File: config.mk
export PLATFORM = sky130hd
export DESIGN_NAME = nco_sweep_ctrl
export DESIGN_NICKNAME = d
export VERILOG_FILES = /design/src/rtl/nco_sweep_ctrl.sv
export SDC_FILE = /design/constraint.sdc
export NUM_CORES = 1
export LEC_CHECK = 0
export BUFFER_PORTS_ARGS = -buffer_cell sky130_fd_sc_hd__buf_2
export CAP_MARGIN = 20
export CORE_ASPECT_RATIO = 0.8
export CORE_MARGIN = 2
export CORE_UTILIZATION = 55
export CTS_BUF_LIST = sky130_fd_sc_hd__clkbuf_4 sky130_fd_sc_hd__clkbuf_8
export DETAILED_ROUTE_END_ITERATION = 16
export HOLD_SLACK_MARGIN = 0.12
export PLACE_DENSITY = 0.76
export SYNTH_ARGS = -nofsm -noshare
export SYNTH_HDL_FRONTEND = slang
export SYNTH_SLANG_ARGS = --single-unit
export TNS_END_PERCENT = 5
File: constraint.sdc
create_clock -name clk -period 7.5 [get_ports clk]
set_input_delay 1.125 -clock clk [delete_from_list [all_inputs] [get_ports clk]]
set_output_delay 1.125 -clock clk [all_outputs]
set_load 0.02 [all_outputs]
File: src/rtl/nco_sweep_ctrl.sv
// nco_sweep_ctrl: sequences the nco control inputs for a linear frequency
// sweep. It fades amplitude in, steps the phase increment from f_start to
// f_stop with a programmable dwell per step, then fades amplitude out.
// All outputs are registered. Configuration is captured when a sweep starts.
//
// Request protocol: start and abort are single-cycle requests with no ready
// signal. start is accepted only when busy is low. abort is accepted only in
// RAMP_UP or SWEEP. A request that arrives outside its accepting window is
// dropped, not held pending. If start and abort arrive together in IDLE, the
// start is taken. done pulses for exactly one cycle when busy falls.
module nco_sweep_ctrl #(
  parameter int SCALE_INT_WIDTH = 2,
  parameter int SCALE_Q_WIDTH   = 14,
  parameter int DWELL_WIDTH     = 16,
  localparam int SW             = SCALE_INT_WIDTH + SCALE_Q_WIDTH
) (
  input  logic                   clk,
  input  logic                   rst,
  input  logic                   start,
  input  logic                   abort,
  input  logic                   loop_en,
  input  logic [31:0]            f_start,
  input  logic [31:0]            f_stop,
  input  logic [31:0]            f_step,
  input  logic [DWELL_WIDTH-1:0] dwell_cycles,
  input  logic [SW-1:0]          scale_target,
  input  logic [SW-1:0]          ramp_inc,
  input  logic [12:0]            phase_in,
  output logic [31:0]            freq_out,
  output logic [SW-1:0]          scale_out,
  output logic [12:0]            phase_out,
  output logic                   busy,
  output logic                   done,
  output logic [1:0]             dbg_state
);

  typedef enum logic [1:0] {
    S_IDLE      = 2'd0,
    S_RAMP_UP   = 2'd1,
    S_SWEEP     = 2'd2,
    S_RAMP_DOWN = 2'd3
  } state_t;

  state_t state_q, state_d;

  // Configuration captured on the start cycle.
  logic [31:0]            fstart_q, fstop_q, fstep_q;
  logic [DWELL_WIDTH-1:0] dwell_q;
  logic [SW-1:0]          target_q, ramp_q;
  logic                   dir_down_q;
  logic                   cfg_load;

  // Registered outputs and dwell counter.
  logic [31:0]            freq_q, freq_d;
  logic [SW-1:0]          scale_q, scale_d;
  logic [12:0]            phase_q, phase_d;
  logic                   busy_q, busy_d;
  logic                   done_q, done_d;
  logic [DWELL_WIDTH-1:0] cnt_q, cnt_d;

  // Amplitude ramp arithmetic: one extra bit so the sum cannot wrap.
  logic [SW:0]   scale_sum;
  logic [SW-1:0] scale_up_nxt, scale_dn_nxt;
  logic          ramp_up_done, ramp_down_done;

  assign scale_sum    = {1'b0, scale_q} + {1'b0, ramp_q};
  assign scale_up_nxt = ((ramp_q == '0) || (scale_sum >= {1'b0, target_q}))
                        ? target_q : scale_sum[SW-1:0];
  assign scale_dn_nxt = ((ramp_q == '0) || (scale_q <= ramp_q))
                        ? '0 : (scale_q - ramp_q);
  assign ramp_up_done   = (scale_up_nxt == target_q);
  assign ramp_down_done = (scale_dn_nxt == '0);

  // Dwell expiry: a programmed dwell of 0 behaves as 1.
  logic [DWELL_WIDTH-1:0] dwell_last;
  logic                   dwell_expired;

  assign dwell_last    = (dwell_q == '0) ? '0 : (dwell_q - DWELL_WIDTH'(1));
  assign dwell_expired = (cnt_q == dwell_last);

  // Frequency step toward f_stop in 33-bit math, clamped so it never passes f_stop.
  logic [32:0] f_up, f_dn;
  logic [31:0] freq_step_nxt;
  logic        at_stop;

  assign f_up    = {1'b0, freq_q} + {1'b0, fstep_q};
  assign f_dn    = {1'b0, freq_q} - {1'b0, fstep_q};
  assign at_stop = (freq_q == fstop_q);
  assign freq_step_nxt = dir_down_q
    ? ((f_dn[32] || (f_dn[31:0] < fstop_q)) ? fstop_q : f_dn[31:0])
    : ((f_up > {1'b0, fstop_q}) ? fstop_q : f_up[31:0]);

  // State register.
  always_ff @(posedge clk or negedge rst) begin
    if (!rst) state_q <= S_IDLE;
    else      state_q <= state_d;
  end

  // Next-state decision.
  always_comb begin
    state_d = state_q;
    case (state_q)
      S_IDLE: begin
        if (start) state_d = S_RAMP_UP;
      end
      S_RAMP_UP: begin
        if (abort)             state_d = S_RAMP_DOWN;
        else if (ramp_up_done) state_d = S_SWEEP;
      end
      S_SWEEP: begin
        if (abort)                                     state_d = S_RAMP_DOWN;
        else if (dwell_expired && at_stop && !loop_en) state_d = S_RAMP_DOWN;
      end
      S_RAMP_DOWN: begin
        if (ramp_down_done) state_d = S_IDLE;
      end
      default: state_d = S_IDLE;
    endcase
  end

  // Output and datapath next values for each state.
  always_comb begin
    cfg_load = 1'b0;
    freq_d   = freq_q;
    scale_d  = scale_q;
    phase_d  = phase_q;
    cnt_d    = '0;
    done_d   = 1'b0;
    busy_d   = (state_d != S_IDLE);
    case (state_q)
      S_IDLE: begin
        scale_d = '0;
        if (start) begin
          cfg_load = 1'b1;
          freq_d   = f_start;
          phase_d  = phase_in;
        end
      end
      S_RAMP_UP: begin
        if (!abort) scale_d = scale_up_nxt;
      end
      S_SWEEP: begin
        if (!abort) begin
          if (dwell_expired) begin
            if (!at_stop)    freq_d = freq_step_nxt;
            else if (loop_en) freq_d = fstart_q;
          end else begin
            cnt_d = cnt_q + DWELL_WIDTH'(1);
          end
        end
      end
      S_RAMP_DOWN: begin
        scale_d = scale_dn_nxt;
        done_d  = ramp_down_done;
      end
      default: ;
    endcase
  end

  // Datapath and output registers.
  always_ff @(posedge clk or negedge rst) begin
    if (!rst) begin
      freq_q  <= '0;
      scale_q <= '0;
      phase_q <= '0;
      busy_q  <= 1'b0;
      done_q  <= 1'b0;
      cnt_q   <= '0;
    end else begin
      freq_q  <= freq_d;
      scale_q <= scale_d;
      phase_q <= phase_d;
      busy_q  <= busy_d;
      done_q  <= done_d;
      cnt_q   <= cnt_d;
    end
  end

  // Configuration capture, frozen for the duration of a sweep.
  always_ff @(posedge clk or negedge rst) begin
    if (!rst) begin
      fstart_q   <= '0;
      fstop_q    <= '0;
      fstep_q    <= '0;
      dwell_q    <= '0;
      target_q   <= '0;
      ramp_q     <= '0;
      dir_down_q <= 1'b0;
    end else if (cfg_load) begin
      fstart_q   <= f_start;
      fstop_q    <= f_stop;
      fstep_q    <= f_step;
      dwell_q    <= dwell_cycles;
      target_q   <= scale_target;
      ramp_q     <= ramp_inc;
      dir_down_q <= (f_stop < f_start);
    end
  end

  assign freq_out  = freq_q;
  assign scale_out = scale_q;
  assign phase_out = phase_q;
  assign busy      = busy_q;
  assign done      = done_q;
  assign dbg_state = state_q;

endmodule

==> key figures, run 1 <==
Floorplanning
  • Die Footprint: about 0.037 sq mm
  • Die Height: 172 microns
  • Starting Density: 55.8%
  • IO Pins: 227
  • Site Rows: 61
  • Core footprint: 0.0348 sq mm
  • DIE WIDTH: 214 microns

Clock tree
  • CTS max path bufs: 3
  • H-tree depth: 2
  • CTS buffer count: 40
  • Sink Count: 226
  • Worst-Skew Late Latency: 0.61 ns
  • Hold buffers post-CTS: 0
  • Post_cts resized: 0
  • # Post-CTS Setup Buffers: 0
  • Root Buffer Master: clkbuf_8
  • Clock Pin Slew Worst Setup and Hold Paths: approximately 0.06 ns
  • CTS tree: built

STA
  • Count of pins over their slew limit: 0
  • RSZ-0062 raised after global routing: false
  • Rel. slew slack: 26.3%
  • Final worst path period need: 6.46 ns
  • Max Clock Freq: 0.155 GHz
  • Final Cycle Share: between 80% and 90%
  • Final Hold Vio Count: 0
  • Worst hold slack: 0.478 ns
  • Actual slew at the worst max-slew pin: 1.11 ns
  • Clk_skew: ~0.033 ns
  • Setup Viol. Count Final: 0
  • Sum Neg Setup Slack: 0 ns

Setup path
  • Reg2reg path depth: 20
  • WP buf/inv: 0
  • Worst R2R Start: freq_out[0]$_DFFE_PN0P_
  • Max stage delay cell, worst path: nand2_1
  • Critical path arrival: 6.88 ns
  • Slowest cell delay on critical path: 0.69 ns
  • CP delay by family, top: compound AO/OA/AOI/OAI gates
  • Worst-path cell chain: ha_1 > fa_1 > nor2b_1 > o311ai_0 > a211oi_1 > o21ai_0 > a21oi_1 > nor2_1 > xnor2_1 > ha_1 > nand3_1 > or4_1 > a31o_2 > nand4_1 > a21oi_1 > o211ai_1 > a21o_1 > nand2_1 > o21ai_0 > a31oi_1
  • Critical setup path kind: reg2reg
  • CP Max Fanout: 20
  • R2R setup slack: around 1.0 ns
  • Setup crit start kind: flip-flop
  • Critical Path RT: around 7.9 ns
  • Critical Path Start: freq_out[0]$_DFFE_PN0P_
  • RR Endpoint: freq_out[3]$_DFFE_PN0P_
  • Worst setup EP type: flip-flop
  • Worst setup endpoint: freq_out[3]$_DFFE_PN0P_
  • Number of cells on the critical path: 20

Cells and area
  • Layout Nets: 2,780
  • Final cell count without fillers: ~2,900
  • Syn-to-layout area delta: 12.0%
  • Most common cell after layout, fill and taps aside: dfrtp_1
  • Filler cell count: 3,107
  • Leading cell types in the layout, fill and taps excluded: dfrtp_1, buf_2, ha_1
  • Layout cell share with drive strength beyond 1: 19.1%

GRT
  • Grt ovf: 0
  • First-pass GRT wire length: 97.7 mm
  • Vias in the first global route: 16,900
  • GR Util All Layers: 33.7%
  • Initial antenna violation count: 1
  • Largest net degree at the start of global routing: 109

Routing
  • Vias/cell: just over 6
  • First-iteration detailed-routing DRC count: 2,104
  • First-pass iteration count of the detailed router: 6
  • WL per Instance: 21.9 microns
  • Antenna violation net count after detailed routing: 0
  • DRC viols: 0
  • Routed wire length: 63.4 mm
  • Detailed-route via count: 18,100

Placed design
  • Inst Count DP: 2,829
  • DP HPWL: 48.8 mm
  • Routability cong.: 0.985
  • Quantity of I/O buffers inserted on ports: 226

Yosys
  • Avg Synthesized Cell Area: 8.74 sq um
  • Cells after synthesis: 2,221
  • Mapped Area: about 0.019 sq mm
  • Ys async rst share: 100%
  • Syn nets: 2,599
  • Syn. warnings: 0
  • Synthesis-stage register bit count: 226
  • Sequential area share after synthesis: 29.1%
  • Netlist cell types: 77
  • Top_reg_cell synth: dfrtp_1
  • Number of synthesized flops with an enable pin: 0

Run
  • Max-cap viol count: 0

Run status
  • Status: finished, final reports clean

Hold path
  • Worst hold path class: reg2reg
-- metrics by stage --
step | util (%) | worst slack, ns | instance area [sq um]
finish | 62.5 | 1.04 | 21800
floorplan | - | 2.62 | 19400
global route | 62.5 | 0.826 | 21800
detailed placement | 59.9 | 1.31 | 20800
CTS | 62.3 | 1.28 | 21700
global placement | 59.9 | 1.52 | 20800
-- worst min-delay path: cells and delay by family, from the launching register on --
family	cells	cell delay, ns
AND/OR/NAND/NOR	1	0.04
flip-flops	1	0.34
AO/OA/AOI/OAI	1	0.06
-- per-layer routing --
metal	GRT usage (%)	wire length, microns
met2	49.1	26200
met5	0	0
met4	8.00	1290
met1	50.6	29600
met3	7.35	6310
-- Yosys cell counts (9+ instances only) --
master | number | area share (%)
o22a_1 | 19 | 0.86
a21oi_1 | 133 | 3.4
nor2_1 | 134 | 2.6
nor2b_1 | 21 | 0.68
inv_1 | 190 | 3.7
or2_2 | 11 | 0.35
and3_1 | 18 | 0.58
nand2b_1 | 23 | 0.74
mux2_2 | 128 | 7.4
o21ai_0 | 159 | 4.1
a211o_1 | 13 | 0.59
nor4_1 | 26 | 0.84
mux2i_1 | 37 | 1.9
nor3_1 | 42 | 1.1
ha_1 | 212 | 14
o21bai_1 | 13 | 0.50
nand3_1 | 41 | 1.1
nand4_1 | 43 | 1.4
a211oi_1 | 17 | 0.66
a31oi_1 | 36 | 1.2
or4_1 | 11 | 0.43
a22oi_1 | 12 | 0.46
o211ai_1 | 23 | 0.89
nand2_1 | 166 | 3.2
xnor2_1 | 122 | 5.5
o221ai_1 | 9 | 0.41
clkbuf_1 | 87 | 1.7
a21o_1 | 42 | 1.6
xor2_1 | 21 | 0.95
dfrtp_1 | 226 | 29
a221oi_1 | 9 | 0.41
or3_1 | 11 | 0.35
o31ai_1 | 16 | 0.62
o31a_1 | 9 | 0.41
-- sequential cells by signal, indices dropped and copies added (netlist names) --
signal      cells
busy            1
done            1
scale_out      16
freq_out       32
dbg_state       2
cnt_q          16
dir_down_q      1
target_q       16
phase_out      13
fstart_q       32
fstop_q        32
fstep_q        32
ramp_q         16
dwell_q        16
-- logic make-up (layout without fill, tap and decap cells) --
kind of cell / count (synthesis) / after routing / synth area share, %
buf+inv: 296 / 498 / 5.89
flops: 226 / 226 / 29.1
fa+ha+maj: 216 / 216 / 14.1
simple gates: 581 / 581 / 14.8
compound gates: 588 / 588 / 19.7
mux: 165 / 165 / 9.33
other cells: 0 / 1 / 0
xor+xnor: 149 / 149 / 7.14
-- worst min path at each step --
stage | startpoint | end | cells past startpoint
final | fstart_q[25]$_DFFE_PN0P_ | fstart_q[25]$_DFFE_PN0P_ | 2
after CTS | fstart_q[24]$_DFFE_PN0P_ | fstart_q[24]$_DFFE_PN0P_ | 2
after global routing | fstart_q[30]$_DFFE_PN0P_ | fstart_q[30]$_DFFE_PN0P_ | 2
after detailed placement | fstart_q[24]$_DFFE_PN0P_ | fstart_q[24]$_DFFE_PN0P_ | 2
after global placement | fstart_q[30]$_DFFE_PN0P_ | fstart_q[30]$_DFFE_PN0P_ | 2
after floorplan | fstart_q[10]$_DFFE_PN0P_ | fstart_q[10]$_DFFE_PN0P_ | 2
-- final cells by class --
type | count | area, sq um | share of cell area, %
diodes | 1 | 2.50 | 0.0115
repair buffers | 241 | 1290 | 5.94
multi-input cells | 1699 | 12600 | 58.1
clock inverters | 9 | 156 | 0.719
flip-flops and latches | 226 | 5660 | 26.0
well taps | 472 | 591 | 2.71
clock buffers | 54 | 687 | 3.16
inverters | 194 | 728 | 3.35
Power of run 1 is not shown: default switching activity piles up to over one toggle a cycle in this logic, so the estimate is an artifact.
==> run 2, diff against run 1 <==
--- a/config.mk
+++ b/config.mk
@@ -7,13 +7,15 @@
 export LEC_CHECK = 0
 export BUFFER_PORTS_ARGS = -buffer_cell sky130_fd_sc_hd__buf_2
 export CAP_MARGIN = 20
+export CELL_PAD_IN_SITES_DETAIL_PLACEMENT = 0
+export CELL_PAD_IN_SITES_GLOBAL_PLACEMENT = 2
 export CORE_ASPECT_RATIO = 0.8
-export CORE_MARGIN = 2
-export CORE_UTILIZATION = 55
+export CORE_MARGIN = 1
+export CORE_UTILIZATION = 41
 export CTS_BUF_LIST = sky130_fd_sc_hd__clkbuf_4 sky130_fd_sc_hd__clkbuf_8
 export DETAILED_ROUTE_END_ITERATION = 16
 export HOLD_SLACK_MARGIN = 0.12
-export PLACE_DENSITY = 0.76
+export PLACE_DENSITY_LB_ADDON = 0.1
 export SYNTH_ARGS = -nofsm -noshare
 export SYNTH_HDL_FRONTEND = slang
 export SYNTH_SLANG_ARGS = --single-unit
==> run 2 against run 1 <==
- utilization shrank 15 points
- via count shrank 3.8%
- sequential share of layout area shrank 0.23 points
- setup slack gained 0.12 ns
- flip-flop and latch count is the same
- non-clock buffer count shrank 1
- die area grew 31%
- first-iteration DRC count shrank 33%
- register-to-register slack gained 0.12 ns
- critical path depth is the same
- maximum frequency grew 1.9%
- critical endpoint is now freq_out[24]$_DFFE_PN0P_
- largest cell class unchanged
==> key figures, run 2 (synthesized netlist as in run 1, its figures left out) <==
Run status
  • Status: finished, final reports clean

GRT
  • GR Util All Layers: 26.9% (-6.9 points)
  • Vias in the first global route: 16,600 (-1.4%)
  • Largest net degree at the start of global routing: 145 (+33%)
  • Initial antenna violation count: 5 (+4)
  • Grt ovf: 0 (unchanged)
  • First-pass GRT wire length: 99.8 mm (+2.2%)

Setup path
  • WP buf/inv: 0 (unchanged)
  • Critical Path RT: 7.98 ns (+0.06 ns)
  • Setup crit start kind: flip-flop
  • Worst-path cell chain: ha_1 > fa_1 > nor2b_1 > o311ai_0 > a211oi_1 > o21ai_0 > a21oi_1 > nor2_1 > xnor2_1 > ha_1 > nand3_1 > or4_1 > a31o_2 > nand4_1 > a21oi_1 > o211ai_1 > a21o_1 > nand2_1 > o21ai_0 > a31oi_1
  • Worst setup EP type: flip-flop
  • Critical setup path kind: reg2reg
  • Max stage delay cell, worst path: nand2_1
  • CP delay by family, top: compound AO/OA/AOI/OAI gates
  • Slowest cell delay on critical path: 0.64 ns (-0.05 ns)
  • CP Max Fanout: 20 (unchanged)
  • Critical path arrival: 6.81 ns (-0.07 ns)

Clock tree
  • H-tree depth: 2 (unchanged)
  • CTS max path bufs: 3 (unchanged)
  • Hold buffers post-CTS: 0 (unchanged)
  • # Post-CTS Setup Buffers: 0 (unchanged)
  • Clock Pin Slew Worst Setup and Hold Paths: 0.06 ns (about the same)
  • CTS tree: built
  • CTS buffer count: 42 (+5.0%)
  • Post_cts resized: 0 (unchanged)
  • Root Buffer Master: clkbuf_8
  • Sink Count: 226 (unchanged)
  • Worst-Skew Late Latency: 0.63 ns (+0.02 ns)

Cells and area
  • Leading cell types in the layout, fill and taps excluded: dfrtp_1, buf_2, ha_1
  • Syn-to-layout area delta: 13.0%
  • Most common cell after layout, fill and taps aside: dfrtp_1
  • Final core occ: 47.5% (-15 points)
  • Layout cell share with drive strength beyond 1: 19.5% (+0.38 points)
  • Layout Nets: 2,781 (+0.036%)

Routing
  • First-iteration detailed-routing DRC count: 1,411 (-33%)
  • Antenna violation net count after detailed routing: 0 (unchanged)
  • DRC viols: 0 (unchanged)
  • WL per Instance: 21.4 microns (-2.3%)
  • Routed wire length: 65.1 mm (+2.7%)
  • Vias/cell: 5.70 (-8.5%)
  • Detailed-route via count: 17,400 (-3.8%)
  • First-pass iteration count of the detailed router: 6 (unchanged)

Placed design
  • Routability cong.: 0.948 (-3.8%)
  • Quantity of I/O buffers inserted on ports: 226 (unchanged)
  • DP HPWL: 51.2 mm (+5.0%)

Hold path
  • Worst hold path class: in2async

STA
  • Final Hold Vio Count: 0 (unchanged)
  • Setup Viol. Count Final: 0 (unchanged)
  • RSZ-0062 raised after global routing: false
  • Final worst path period need: 6.33 ns (-0.123 ns)
  • Final Cycle Share: 84.4% (-1.6 points)
  • Clk_skew: 0.0269 ns (-0.00601 ns)
  • Sum Neg Setup Slack: 0 ns (unchanged)
  • Rel. slew slack: 29.9% (+3.6 points)
  • Max Clock Freq: 0.158 GHz (+1.9%)
  • Actual slew at the worst max-slew pin: 1.04 ns (-0.0666 ns)
  • Count of pins over their slew limit: 0 (unchanged)

Floorplanning
  • Site Rows: 70 (+15%)
  • Die Height: 197 microns (+14%)
  • Starting Density: 42.0% (-14 points)
  • DIE WIDTH: 245 microns (+15%)
  • Die Footprint: 0.0482 sq mm (+31%)
  • Core footprint: 0.0462 sq mm (+33%)
  • IO Pins: 227 (unchanged)

Run
  • Max-cap viol count: 0 (unchanged)
==> run 2: per-layer routing <==
metal | GRT usage [%] | wire, microns
met5 | 0 | 20
met1 | 41.5 | 32900
met2 | 37.7 | 26200
met3 | 5.76 | 4900
met4 | 5.61 | 1110
==> run 2: stage by stage <==
stage                     hold slack, ns  cells  worst slack [ns]  instance area [sq um]
final                              0.454   3045              1.17                  21900
after CTS                          0.466   3044              1.23                  21900
after detailed placement           0.464   2971              1.30                  21100
after global routing               0.483   3044             0.488                  21900
after floorplan                    0.445   2221              2.62                  19400
after global placement             0.459   2971              1.43                  21100
==> run 2: worst reg2reg max path: stages, from the launching register on <==
cell and delay, ns:
dfrtp_1 0.43, ha_1 0.25, fa_1 0.40, nor2b_1 0.16, o311ai_0 0.51, a211oi_1 0.30
o21ai_0 0.46, a21oi_1 0.13, nor2_1 0.13, xnor2_1 0.10, ha_1 0.31, nand3_1 0.10
or4_1 0.60, a31o_2 0.27, nand4_1 0.11, a21oi_1 0.07, o211ai_1 0.16, a21o_1 0.54
nand2_1 0.65, o21ai_0 0.41, a31oi_1 0.12
==> run 2: worst paths after layout <==
kind | start | to | slack [ns] | depth (start not counted)
setup / recovery | freq_out[0]$_DFFE_PN0P_ | freq_out[24]$_DFFE_PN0P_ | 1.17 | 20
hold / removal | rst | ramp_q[11]$_DFFE_PN0P_ | 0.45 | 1
hold reg to reg | fstart_q[15]$_DFFE_PN0P_ | fstart_q[15]$_DFFE_PN0P_ | 0.48 | 2
min in group clk | fstart_q[15]$_DFFE_PN0P_ | fstart_q[15]$_DFFE_PN0P_ | 0.48 | 2
max in group asynchronous | rst | freq_out[26]$_DFFE_PN0P_ | 5.77 | 2
setup reg to reg | freq_out[0]$_DFFE_PN0P_ | freq_out[24]$_DFFE_PN0P_ | 1.17 | 20
==> run 2: final cells by class <==
type,count,area (sq um)
fillers,4616,24300
multi-input cells,1699,12600
flip-flops and latches,226,5660
repair buffers,240,1260
clock buffers,65,782
well taps,612,766
inverters,194,728
clock inverters,8,106
diodes,1,2.50
Power of run 2 is left out for the same reason.
==> run 3, diff against run 2 <==
--- a/config.mk
+++ b/config.mk
@@ -11,7 +11,7 @@
 export CELL_PAD_IN_SITES_GLOBAL_PLACEMENT = 2
 export CORE_ASPECT_RATIO = 0.8
 export CORE_MARGIN = 1
-export CORE_UTILIZATION = 41
+export CORE_UTILIZATION = 34
 export CTS_BUF_LIST = sky130_fd_sc_hd__clkbuf_4 sky130_fd_sc_hd__clkbuf_8
 export DETAILED_ROUTE_END_ITERATION = 16
 export HOLD_SLACK_MARGIN = 0.12
==> constraint.sdc (replaced) <==
create_clock -name clk -period 5.65 [get_ports clk]
set_input_delay 0.8475 -clock clk [delete_from_list [all_inputs] [get_ports clk]]
set_output_delay 0.8475 -clock clk [all_outputs]
set_load 0.02 [all_outputs]
==> run 3 against run 2 <==
- first-iteration DRC count is 7.7% lower
- register-to-register slack worse by 0.91 ns
- flip-flop and latch count stayed put
- final area is 3.4% higher
- clock-buffer cell count is 1 lower
- setup slack worse by 0.91 ns
==> key figures, run 3 (synthesized netlist as in run 1, its figures left out) <==
STA
  • Rel. slew slack: 27.1% (-2.8 points)
  • Final Hold Vio Count: 0 (unchanged)
  • RSZ-0062 raised after global routing: false
  • Final worst path period need: 5.40 ns (-0.938 ns)
  • Actual slew at the worst max-slew pin: 1.08 ns (+0.0420 ns)
  • Max Clock Freq: 0.185 GHz (+17%)
  • Setup Viol. Count Final: 0 (unchanged)
  • Final Cycle Share: 95.5% (+11 points)
  • Worst hold slack: 0.176 ns (-0.277 ns)
  • Count of pins over their slew limit: 0 (unchanged)
  • Clk_skew: 0.0244 ns (-0.00249 ns)

Run status
  • Status: finished, final reports clean

Setup path
  • Worst R2R Start: freq_out[0]$_DFFE_PN0P_
  • Setup crit start kind: flip-flop
  • Reg2reg path depth: 21 (+5.0%)
  • Number of cells on the critical path: 21 (+5.0%)
  • Critical Path Start: freq_out[0]$_DFFE_PN0P_
  • Slowest cell delay on critical path: 0.43 ns (-0.21 ns)
  • Critical Path RT: 6.15 ns (-1.83 ns)
  • Worst setup endpoint: freq_out[27]$_DFFE_PN0P_
  • Critical setup path kind: reg2reg
  • Worst setup EP type: flip-flop
  • WP buf/inv: 1 (+1)
  • CP delay by family, top: compound AO/OA/AOI/OAI gates
  • Max stage delay cell, worst path: dfrtp_1
  • R2R setup slack: 0.25 ns (-0.91 ns)
  • Worst-path cell chain: ha_1 > fa_1 > nor2b_1 > o311ai_2 > a211oi_2 > o211ai_1 > nand2_1 > a31o_2 > xnor2_1 > ha_1 > a21o_1 > a221o_1 > a221oi_2 > nand4_1 > a21oi_1 > o211ai_1 > a21o_1 > buf_12 > and2_2 > a221oi_1 > a21oi_1
  • RR Endpoint: freq_out[27]$_DFFE_PN0P_
  • CP Max Fanout: 18 (-10%)
  • Critical path arrival: 5.89 ns (-0.92 ns)

Floorplanning
  • Die Height: 216 microns (+9.7%)
  • IO Pins: 227 (unchanged)
  • Die Footprint: 0.0581 sq mm (+20%)
  • Starting Density: 34.8% (-7.2 points)
  • Core footprint: 0.0559 sq mm (+21%)
  • Site Rows: 77 (+10%)
  • DIE WIDTH: 269 microns (+9.7%)

Clock tree
  • Worst-Skew Late Latency: 0.62 ns (about the same)
  • Hold buffers post-CTS: 0 (unchanged)
  • CTS buffer count: 44 (+4.8%)
  • CTS max path bufs: 3 (unchanged)
  • H-tree depth: 2 (unchanged)
  • Clock Pin Slew Worst Setup and Hold Paths: 0.07 ns (about the same)
  • CTS tree: built
  • Root Buffer Master: clkbuf_8
  • Sink Count: 226 (unchanged)

Cells and area
  • Most common cell after layout, fill and taps aside: dfrtp_1
  • Storage cell area: 0.00566 sq mm (unchanged)
  • Filler cell count: 5,769 (+25%)
  • Area of the multi-input gates: 0.0127 sq mm (+0.47%)
  • Layout Nets: 2,840 (+2.1%)
  • Layout cell share with drive strength beyond 1: 21.9% (+2.4 points)
  • Syn-to-layout area delta: 16.8%
  • Leading cell types in the layout, fill and taps excluded: dfrtp_1, buf_2, ha_1

Placed design
  • Quantity of I/O buffers inserted on ports: 226 (unchanged)
  • Routability cong.: 0.930 (-1.9%)
  • DP HPWL: 56.0 mm (+9.3%)

GRT
  • Largest net degree at the start of global routing: 94 (-35%)
  • Grt ovf: 0 (unchanged)
  • First-pass GRT wire length: 107 mm (+7.1%)
  • Initial antenna violation count: 5 (unchanged)
  • GR Util All Layers: 23.9% (-2.9 points)
  • Vias in the first global route: 17,400 (+4.5%)

Routing
  • Detailed-route via count: 17,700 (+2.0%)
  • First-iteration detailed-routing DRC count: 1,303 (-7.7%)
  • Vias/cell: 5.46 (-4.2%)
  • Antenna violation net count after detailed routing: 0 (unchanged)
  • Routed wire length: 70.2 mm (+7.7%)
  • WL per Instance: 21.6 microns (+1.1%)
  • First-pass iteration count of the detailed router: 5 (-1)
  • DRC viols: 0 (unchanged)

Hold path
  • Worst hold path class: in2async

Run
  • Max-cap viol count: 0 (unchanged)
==> run 3: changes by cell type in the layout (fill, tap and decap cells not counted), sizes merged <==
cell / before / now
buf: 240 / 297
clkbuf: 65 / 64
clkinv: 7 / 9
clkinvlp: 0 / 1
diode: 1 / 3
==> run 3: repair_timing <==
action / in CTS / in global routing
endpoints found under the setup margin: 32 / 32
gates cloned: 0 / 0
resized for setup: 4 / 13
pin swaps: 0 / 2
buffers inserted: 0 / 1
==> run 3: through the flow <==
stage / area [sq um] / TNS (ns) / std cells / setup WS (ns) / util [%]
after floorplan: 19400 / 0 / 2221 / 0.774 / -
after global placement: 21700 / -1.24 / 3165 / -0.216 / 38.8
after detailed placement: 21700 / -2.48 / 3165 / -0.271 / 38.8
after CTS: 22600 / 0 / 3240 / 0.0382 / 40.5
after global routing: 22700 / 0 / 3242 / 0.000797 / 40.6
final: 22700 / 0 / 3244 / 0.254 / 40.6
==> run 3: worst reg2reg max path: stages, from the launching register on <==
cell and delay (ns):
dfrtp_1 0.43, ha_1 0.25, fa_1 0.40, nor2b_1 0.17
o311ai_2 0.31, a211oi_2 0.18, o211ai_1 0.31, nand2_1 0.09
a31o_2 0.26, xnor2_1 0.23, ha_1 0.30, a21o_1 0.16
a221o_1 0.34, a221oi_2 0.36, nand4_1 0.18, a21oi_1 0.18
o211ai_1 0.10, a21o_1 0.25, buf_12 0.18, and2_2 0.24
a221oi_1 0.26, a21oi_1 0.10
==> run 3: metal layers <==
metal | vias to the layer above | global-route usage, % | routed length (microns)
li1 | 8481 | - | -
met2 | 500 | 34.1 | 28600
met5 | - | 0 | 11
met1 | 8654 | 36.1 | 35400
met3 | 82 | 5.06 | 4720
met4 | 2 | 5.81 | 1390
==> run 3: final cells by class <==
type / count / share of cell area, %
antenna: 3 / 0.0331
sequential: 226 / 24.9
clock inverter: 11 / 0.524
multi-input combinational: 1699 / 56.0
inverter: 194 / 3.21
tap: 750 / 4.14
clock buffer: 64 / 3.63
timing repair buffer: 297 / 7.54
==> run 3: how the worst min path moves through the flow <==
| stage | from | to | slack, ns | cells after the start |
|---|---|---|---|---|
| floorplan | fstart_q[10]$_DFFE_PN0P_ | fstart_q[10]$_DFFE_PN0P_ | 0.44 | 2 |
| global placement | fstart_q[17]$_DFFE_PN0P_ | fstart_q[17]$_DFFE_PN0P_ | 0.46 | 2 |
| detailed placement | fstart_q[27]$_DFFE_PN0P_ | fstart_q[27]$_DFFE_PN0P_ | 0.46 | 2 |
| CTS | rst | ramp_q[10]$_DFFE_PN0P_ | 0.21 | 1 |
| global route | rst | ramp_q[10]$_DFFE_PN0P_ | 0.22 | 1 |
| finish | rst | ramp_q[10]$_DFFE_PN0P_ | 0.18 | 1 |
Power of run 3 is left out for the same reason.
